<file path="src/rtl/core_pkg.sv">
// Shared opcode constants and enums for the instruction loader and its encoder.
package core_pkg;

  localparam logic [6:0] OPC_R      = 7'b1100110;
  localparam logic [6:0] OPC_LOAD   = 7'b1100000;
  localparam logic [6:0] OPC_IMM    = 7'b0010011;
  localparam logic [6:0] OPC_STORE  = 7'b1100010;
  localparam logic [6:0] OPC_BRANCH = 7'b1100011;

  typedef enum logic [2:0] {
    CLASS_R      = 3'd0,
    CLASS_LOAD   = 3'd1,
    CLASS_IMM    = 3'd2,
    CLASS_STORE  = 3'd3,
    CLASS_BRANCH = 3'd4
  } op_class_e;

  typedef enum logic [1:0] {
    ST_IDLE  = 2'd0,
    ST_LOAD  = 2'd1,
    ST_DRAIN = 2'd2,
    ST_DONE  = 2'd3
  } ldr_state_e;

endpackage

</file>
<file path="src/rtl/instr_mem_loader_if.sv">
// Descriptor input handshake plus instruction-memory write port of the loader.
interface instr_mem_loader_if #(
  parameter int ADDR_WIDTH = 10
);
  logic                  i_valid;
  logic                  o_ready;
  logic [2:0]            i_op_class;
  logic [4:0]            i_rd;
  logic [4:0]            i_rs1;
  logic [4:0]            i_rs2;
  logic [2:0]            i_funct3;
  logic [6:0]            i_funct7;
  logic [12:0]           i_imm;
  logic                  i_last;
  logic                  o_imem_we;
  logic                  i_imem_ready;
  logic [ADDR_WIDTH-1:0] o_imem_addr;
  logic [31:0]           o_imem_wdata;

  modport slave (
    input  i_valid, i_op_class, i_rd, i_rs1, i_rs2, i_funct3, i_funct7, i_imm, i_last,
    input  i_imem_ready,
    output o_ready, o_imem_we, o_imem_addr, o_imem_wdata
  );

  modport master (
    output i_valid, i_op_class, i_rd, i_rs1, i_rs2, i_funct3, i_funct7, i_imm, i_last,
    output i_imem_ready,
    input  o_ready, o_imem_we, o_imem_addr, o_imem_wdata
  );
endinterface

</file>
<file path="src/rtl/instr_field_encoder.sv">
// Combinational descriptor-to-instruction-word encoder; flags descriptors it cannot encode.
module instr_field_encoder
  import core_pkg::*;
(
  input  logic [2:0]  op_class,
  input  logic [4:0]  rd,
  input  logic [4:0]  rs1,
  input  logic [4:0]  rs2,
  input  logic [2:0]  funct3,
  input  logic [6:0]  funct7,
  input  logic [12:0] imm,
  output logic [31:0] word,
  output logic        illegal
);

  always_comb begin
    word    = '0;
    illegal = 1'b0;
    case (op_class)
      CLASS_R:     word = {funct7, rs2, rs1, funct3, rd, OPC_R};
      CLASS_LOAD:  word = {imm[11:0], rs1, funct3, rd, OPC_LOAD};
      CLASS_IMM:   word = {imm[11:0], rs1, funct3, rd, OPC_IMM};
      CLASS_STORE: word = {imm[11:5], rs2, rs1, funct3, imm[4:0], OPC_STORE};
      CLASS_BRANCH: begin
        // Branch offsets are halfword aligned, so an odd immediate cannot be encoded.
        word    = {imm[12], imm[10:5], rs2, rs1, funct3, imm[4:1], imm[11], OPC_BRANCH};
        illegal = imm[0];
      end
      default:     illegal = 1'b1;
    endcase
  end

endmodule

</file>
<file path="src/rtl/instr_mem_loader.sv">
// Session-based instruction writer: encodes descriptors, queues them in a small FIFO
// and writes them to consecutive instruction-memory addresses.
module instr_mem_loader
  import core_pkg::*;
#(
  parameter int DEPTH      = 4,
  parameter int ADDR_WIDTH = 10
) (
  input  logic                  i_clk,
  input  logic                  i_rst,
  input  logic                  i_start,
  input  logic [ADDR_WIDTH-1:0] i_base_addr,
  instr_mem_loader_if.slave     bus,
  output logic                  o_busy,
  output logic                  o_done,
  output logic                  o_err,
  output logic [ADDR_WIDTH:0]   o_count
);

  localparam int                    PTR_W    = $clog2(DEPTH);
  localparam logic [PTR_W:0]        OCC_FULL = (PTR_W + 1)'(DEPTH);
  localparam logic [ADDR_WIDTH-1:0] ADDR_MAX = '1;

  ldr_state_e            state_q, state_d;
  logic [ADDR_WIDTH-1:0] addr_q, addr_d;
  logic [ADDR_WIDTH:0]   count_q, count_d;
  logic                  err_q, err_d;
  logic                  ovf_q, ovf_d;
  logic [PTR_W:0]        occ_q, occ_d;
  logic [PTR_W-1:0]      wr_ptr_q, wr_ptr_d;
  logic [PTR_W-1:0]      rd_ptr_q, rd_ptr_d;
  logic [31:0]           fifo_q [DEPTH];

  logic [31:0] enc_word;
  logic        enc_illegal;
  logic        ready, accept, push, pop, imem_we, writer_on;

  instr_field_encoder u_enc (
    .op_class (bus.i_op_class),
    .rd       (bus.i_rd),
    .rs1      (bus.i_rs1),
    .rs2      (bus.i_rs2),
    .funct3   (bus.i_funct3),
    .funct7   (bus.i_funct7),
    .imm      (bus.i_imm),
    .word     (enc_word),
    .illegal  (enc_illegal)
  );

  always_comb begin
    state_d   = state_q;
    addr_d    = addr_q;
    count_d   = count_q;
    err_d     = err_q;
    ovf_d     = ovf_q;
    occ_d     = occ_q;
    wr_ptr_d  = wr_ptr_q;
    rd_ptr_d  = rd_ptr_q;
    push      = 1'b0;
    pop       = 1'b0;
    imem_we   = 1'b0;
    writer_on = (state_q == ST_LOAD) || (state_q == ST_DRAIN);
    // Ready looks only at registered occupancy, so a same-cycle pop never frees a slot.
    ready     = (state_q == ST_LOAD) && (occ_q != OCC_FULL);
    accept    = bus.i_valid && ready;

    if (accept) begin
      if (enc_illegal) err_d = 1'b1;
      else             push  = 1'b1;
    end

    if (writer_on && (occ_q != '0)) begin
      if (ovf_q) begin
        // Past the top of memory: discard queued words instead of wrapping.
        pop   = 1'b1;
        err_d = 1'b1;
      end else begin
        imem_we = 1'b1;
        if (bus.i_imem_ready) begin
          pop     = 1'b1;
          count_d = count_q + 1'b1;
          if (addr_q == ADDR_MAX) ovf_d  = 1'b1;
          else                    addr_d = addr_q + 1'b1;
        end
      end
    end

    if (push) wr_ptr_d = wr_ptr_q + 1'b1;
    if (pop)  rd_ptr_d = rd_ptr_q + 1'b1;
    case ({push, pop})
      2'b10:   occ_d = occ_q + 1'b1;
      2'b01:   occ_d = occ_q - 1'b1;
      default: occ_d = occ_q;
    endcase

    case (state_q)
      ST_IDLE: begin
        if (i_start) begin
          state_d = ST_LOAD;
          addr_d  = i_base_addr;
          count_d = '0;
          err_d   = 1'b0;
          ovf_d   = 1'b0;
        end
      end
      ST_LOAD:  if (accept && bus.i_last) state_d = ST_DRAIN;
      ST_DRAIN: if (occ_d == '0) state_d = ST_DONE;
      ST_DONE:  state_d = ST_IDLE;
      default:  state_d = ST_IDLE;
    endcase
  end

  always_ff @(posedge i_clk) begin
    if (i_rst) begin
      state_q  <= ST_IDLE;
      addr_q   <= '0;
      count_q  <= '0;
      err_q    <= 1'b0;
      ovf_q    <= 1'b0;
      occ_q    <= '0;
      wr_ptr_q <= '0;
      rd_ptr_q <= '0;
    end else begin
      state_q  <= state_d;
      addr_q   <= addr_d;
      count_q  <= count_d;
      err_q    <= err_d;
      ovf_q    <= ovf_d;
      occ_q    <= occ_d;
      wr_ptr_q <= wr_ptr_d;
      rd_ptr_q <= rd_ptr_d;
    end
  end

  always_ff @(posedge i_clk) begin
    if (push && !i_rst) fifo_q[wr_ptr_q] <= enc_word;
  end

  assign bus.o_ready      = ready;
  assign bus.o_imem_we    = imem_we;
  assign bus.o_imem_addr  = addr_q;
  assign bus.o_imem_wdata = imem_we ? fifo_q[rd_ptr_q] : '0;
  assign o_busy           = (state_q != ST_IDLE);
  assign o_done           = (state_q == ST_DONE);
  assign o_err            = err_q;
  assign o_count          = count_q;

endmodule

</file>
<file path="src/flat_wrapper.sv">
// flat-port wrapper written by rule: the top's interface ports become plain ports
module instr_mem_loader_flat import core_pkg::*;
#(
  parameter int DEPTH      = 4,
  parameter int ADDR_WIDTH = 10
)
  (i_clk, i_rst, i_start, i_base_addr, o_busy, o_done, o_err, o_count, bus_i_valid, bus_i_op_class, bus_i_rd, bus_i_rs1, bus_i_rs2, bus_i_funct3, bus_i_funct7, bus_i_imm, bus_i_last, bus_i_imem_ready, bus_o_ready, bus_o_imem_we, bus_o_imem_addr, bus_o_imem_wdata);
  instr_mem_loader_if #(.ADDR_WIDTH(ADDR_WIDTH)) bus_i ();
  input  logic i_clk;
  input  logic i_rst;
  input  logic i_start;
  input  logic [ADDR_WIDTH-1:0] i_base_addr;
  output logic o_busy;
  output logic o_done;
  output logic o_err;
  output logic [ADDR_WIDTH:0] o_count;
  input wire logic [$bits(bus_i.i_valid)-1:0] bus_i_valid;
  input wire logic [$bits(bus_i.i_op_class)-1:0] bus_i_op_class;
  input wire logic [$bits(bus_i.i_rd)-1:0] bus_i_rd;
  input wire logic [$bits(bus_i.i_rs1)-1:0] bus_i_rs1;
  input wire logic [$bits(bus_i.i_rs2)-1:0] bus_i_rs2;
  input wire logic [$bits(bus_i.i_funct3)-1:0] bus_i_funct3;
  input wire logic [$bits(bus_i.i_funct7)-1:0] bus_i_funct7;
  input wire logic [$bits(bus_i.i_imm)-1:0] bus_i_imm;
  input wire logic [$bits(bus_i.i_last)-1:0] bus_i_last;
  input wire logic [$bits(bus_i.i_imem_ready)-1:0] bus_i_imem_ready;
  output wire logic [$bits(bus_i.o_ready)-1:0] bus_o_ready;
  output wire logic [$bits(bus_i.o_imem_we)-1:0] bus_o_imem_we;
  output wire logic [$bits(bus_i.o_imem_addr)-1:0] bus_o_imem_addr;
  output wire logic [$bits(bus_i.o_imem_wdata)-1:0] bus_o_imem_wdata;
  assign bus_i.i_valid = bus_i_valid;
  assign bus_i.i_op_class = bus_i_op_class;
  assign bus_i.i_rd = bus_i_rd;
  assign bus_i.i_rs1 = bus_i_rs1;
  assign bus_i.i_rs2 = bus_i_rs2;
  assign bus_i.i_funct3 = bus_i_funct3;
  assign bus_i.i_funct7 = bus_i_funct7;
  assign bus_i.i_imm = bus_i_imm;
  assign bus_i.i_last = bus_i_last;
  assign bus_i.i_imem_ready = bus_i_imem_ready;
  assign bus_o_ready = bus_i.o_ready;
  assign bus_o_imem_we = bus_i.o_imem_we;
  assign bus_o_imem_addr = bus_i.o_imem_addr;
  assign bus_o_imem_wdata = bus_i.o_imem_wdata;
  instr_mem_loader #(.DEPTH(DEPTH), .ADDR_WIDTH(ADDR_WIDTH)) u_core (.i_clk(i_clk), .i_rst(i_rst), .i_start(i_start), .i_base_addr(i_base_addr), .bus(bus_i), .o_busy(o_busy), .o_done(o_done), .o_err(o_err), .o_count(o_count));
endmodule
</file>
<file path="config.mk">
export PLATFORM = sky130hd
export DESIGN_NAME = instr_mem_loader_flat
export DESIGN_NICKNAME = d
export VERILOG_FILES = /design/src/rtl/core_pkg.sv /design/src/rtl/instr_mem_loader_if.sv /design/src/rtl/instr_field_encoder.sv /design/src/rtl/instr_mem_loader.sv /design/src/flat_wrapper.sv
export SDC_FILE = /design/constraint.sdc
export NUM_CORES = 1
export LEC_CHECK = 0
export CAP_MARGIN = 10
export CORE_UTILIZATION = 30
export DETAILED_ROUTE_END_ITERATION = 16
export HOLD_SLACK_MARGIN = 0.05
export PLACE_DENSITY = 0.49
export SETUP_SLACK_MARGIN = 0.02
export SLEW_MARGIN = 25
export SYNTH_ARGS = -nofsm -noshare
export SYNTH_HDL_FRONTEND = slang
export SYNTH_SLANG_ARGS = --single-unit
</file>
<file path="constraint.sdc">
create_clock -name i_clk -period 3.4 [get_ports i_clk]
set_clock_uncertainty 0.1 [all_clocks]
set_input_delay 0.68 -clock i_clk [delete_from_list [all_inputs] [get_ports i_clk]]
set_output_delay 0.68 -clock i_clk [all_outputs]
set_load 0.02 [all_outputs]
</file>
==> run_results.csv <==
group,metric,value,unit
synthesis,ys_seq_area_frac,0.606,
die,row_count,55,
die,die-area,24200,um2
die,die_h,155,um
detailed_routing,wire_per_inst,17.5,um
status,outcome,"finished clean",
power_and_ir_drop,p_comb_frac,0.240,
clock_tree,cts_tree,"yes",
sta,hold_viol,0,
synthesis,async_flop_share,0,
cells_and_area,postLayoutCoreUtil,0.408,
sta,tightest_slew,0.586,ns
critical_path,worstSetupStartpointType,"flip-flop",
place,gp_congestion,0.805,
synthesis,synth_edf_count,120,
detailed_routing,drc_errors,0,
power_and_ir_drop,ir_worst_vdd,0.325,mV
power_and_ir_drop,p_clk_frac,0.343,
die,die_w,155,um
synthesis,synth_fp_nets,586,
critical_path,reg2reg_depth,11,
synthesis,synth_cell_types,54,
critical_path,setup.worst_path.start,"u_core.state_q[1]",
detailed_routing,drtIter0Drc,264,
cells_and_area,nets,713,
synthesis,syn_area,7070,um2
sta,min_period,3.25,ns
critical_path,cp-end-kind,"output pin",
clock_tree,clkLatencyLatePin,0.42,ns
power_and_ir_drop,sw_frac_of_total,0.306,
sta,setup_violations,0,
cells_and_area,final_common_cell,"edfxtp_1",
detailed_routing,postRouteAntennaNets,0,
power_and_ir_drop,p_per_area,571,nW/um2
worst_hold_path,min-delay-start,"u_core.o_count[5]",
worst_hold_path,worstHoldPathType,"flip-flop to flip-flop",
global_routing,grt_usage,0.147,
detailed_routing,drt_pass1_iterations,4,
clock_tree,cts_sinks,154,
place,place_hpwl,11.6,mm
power_and_ir_drop,p_seq_frac,0.417,
worst_hold_path,whs_path_depth,2,
clock_tree,h-tree-depth,4,
run,drv_cap,0,
place,dp.cells,937,
cells_and_area,layout_common_cells,"120 x edfxtp_1, 98 x clkdlybuf4s50_1, 37 x and3_1, 33 x dfxtp_1, 30 x mux4_2",
clock_tree,clockRootBuffer,"clkbuf_16",
cells_and_area,antenna_cells,0,
clock_tree,cts_buffers,17,
sta,timing.fmax,307,MHz
cells_and_area,area_growth,31.8,%
global_routing,grt_max_degree,38,
synthesis,synthFlopType,"edfxtp_1",
power_and_ir_drop,p_leak,3.41,nW
sta,final_max_slew_viol_count,0,
synthesis,yosysWarningCount,0,
synthesis,avgSynthCellArea,13.7,um2
sta,min_period_over_period,0.957,
die,start_util,0.309,
power_and_ir_drop,internal-power,3.69,mW
detailed_routing,viasPerCell,4.85,
global_routing,grt_pass1_vias,4799,
critical_path,arrival,2.47,ns
sta,tns,0,ns
die,io_pins,115,
synthesis,syn_inst,516,
sta,rsz0062_at_grt,"no",
critical_path,r2r-start,"u_core.state_q[1]",
global_routing,grt_overflow_total,0,
clock_tree,cts_buffer_depth,2,
synthesis,synth_area_leaders,"edfxtp_1 51%, dfxtp_1 9.6%, mux4_2 9.6%",
sta,max_slew_margin,0.606,
clock_tree,cts_hold_buffers,0,
global_routing,antenna_found_initial,0,
detailed_routing,wirelength,16.9,mm
detailed_routing,num_vias,4698,
synthesis,yosys.area.top_type,"edfxtp_1",
cells_and_area,drive_above_1_share,0.162,
power_and_ir_drop,p_switching,1.63,mW
place,port_buffers,113,
critical_path,crit_fanout,20,
critical_path,required,2.62,ns
cells_and_area,finalNonFillerCells,969,
global_routing,grt_pass1_wl,26.7,mm
die,core,22800,um2
clock_tree,path_clk_slew,0.06,ns
critical_path,critPathKind,"flip-flop to output pin",
synthesis,synth_top_area_share,0.510,
synthesis,synth_seq_cells,154,
## state kept, by name, indices dropped and copies added, names as in the netlist, named ones only
register and flops:
u_core.fifo_q 120, u_core.o_count 11, u_core.bus.o_imem_addr 10, u_core.occ_q 3, u_core.rd_ptr_q 2, u_core.state_q 2, u_core.wr_ptr_q 2, u_core.o_err 1
u_core.ovf_q 1
## metal layers
layer	vias to the layer above	share of wire	global-route usage
li1	2250	-	-
met4	0	0.0084	0.0425
met3	14	0.051	0.0376
met5	-	0	0
met1	2298	0.48	0.198
met2	136	0.46	0.231
## layout make-up
type,instances,area (um2)
well taps,313,392
clock buffers,17,425
inverters,11,41.3
repair buffers,140,1430
flip-flops and latches,154,4290
clock inverters,15,153
fillers,2171,13500
multi-input cells,319,2590
## worst max-delay path: stages, from the launching register on
cell	delay, ns
dfxtp_1	0.38
inv_1	0.10
ha_1	0.37
o31a_1	0.20
buf_6	0.20
and3_1	0.19
clkdlybuf4s50_1	0.61
## repair_timing
action,CTS,global route
gates resized for setup,0,15
setup buffers,0,0
setup endpoints to repair,0,23
## cell usage after synthesis (all sizes together) (2+ instances only)
library cell,instances
mux2,4
mux2i,9
nor2b,18
edfxtp,120
buf,11
nor4,7
inv,11
or3,6
nand2,16
o31ai,7
and3,37
a31oi,3
o21bai,2
and2,18
ha,12
nor3,3
a311oi,8
dfxtp,34
xnor2,4
and4,4
o21a,2
o21ai,21
mux4,30
clkbuf,20
nand3,14
nand2b,4
nor2,28
o22ai,5
nand4,7
xor2,7
a21oi,21
nor3b,2
a22oi,4
or4,4
## final timing paths
check,to,slack [ns]
setup / recovery,bus_o_imem_wdata[8],0.15
hold / removal,u_core.o_count[5],0.40
setup reg to reg,u_core.state_q[0],0.52
hold reg to reg,u_core.o_count[5],0.40
## kinds of logic (layout without fill, tap and decap cells)
group                    Yosys count  after routing  share of synthesized area
buffers and inverters             43            183                     0.0285
AO/OA/AOI/OAI                     78             78                     0.0698
flip-flops                       154            154                      0.606
adder cells (fa/ha/maj)           13             13                     0.0241
AND/OR/NAND/NOR                  172            172                      0.139
other                              1              1                   0.000531
XOR/XNOR                          12             12                     0.0170
multiplexers                      43             43                      0.115
## power groups by stage
stage | Combinational [mW] | Sequential [mW] | Clock (mW)
6_report | 1.28 | 2.22 | 1.83
5_1_grt | 1.39 | 2.24 | 1.95
4_1_cts | 1.30 | 2.22 | 1.87
3_5_place_dp | 1.29 | 2.26 | 0
3_3_place_gp | 1.27 | 2.25 | 0
2_1_floorplan | 0.756 | 2.28 | 0
## stage by stage
stage / worst slack, ns / instance area [um2] / total power, mW / hold WS (ns)
2_1_floorplan: 0.403 / 7070 / 3.04 / 0.381
3_3_place_gp: -0.0880 / 8700 / 3.53 / 0.363
3_5_place_dp: -0.152 / 8700 / 3.55 / 0.391
4_1_cts: 0.0632 / 9280 / 5.39 / 0.399
5_1_grt: 0.0180 / 9320 / 5.57 / 0.423
6_report: 0.146 / 9320 / 5.32 / 0.400
Power figures use the tool's default switching activity.
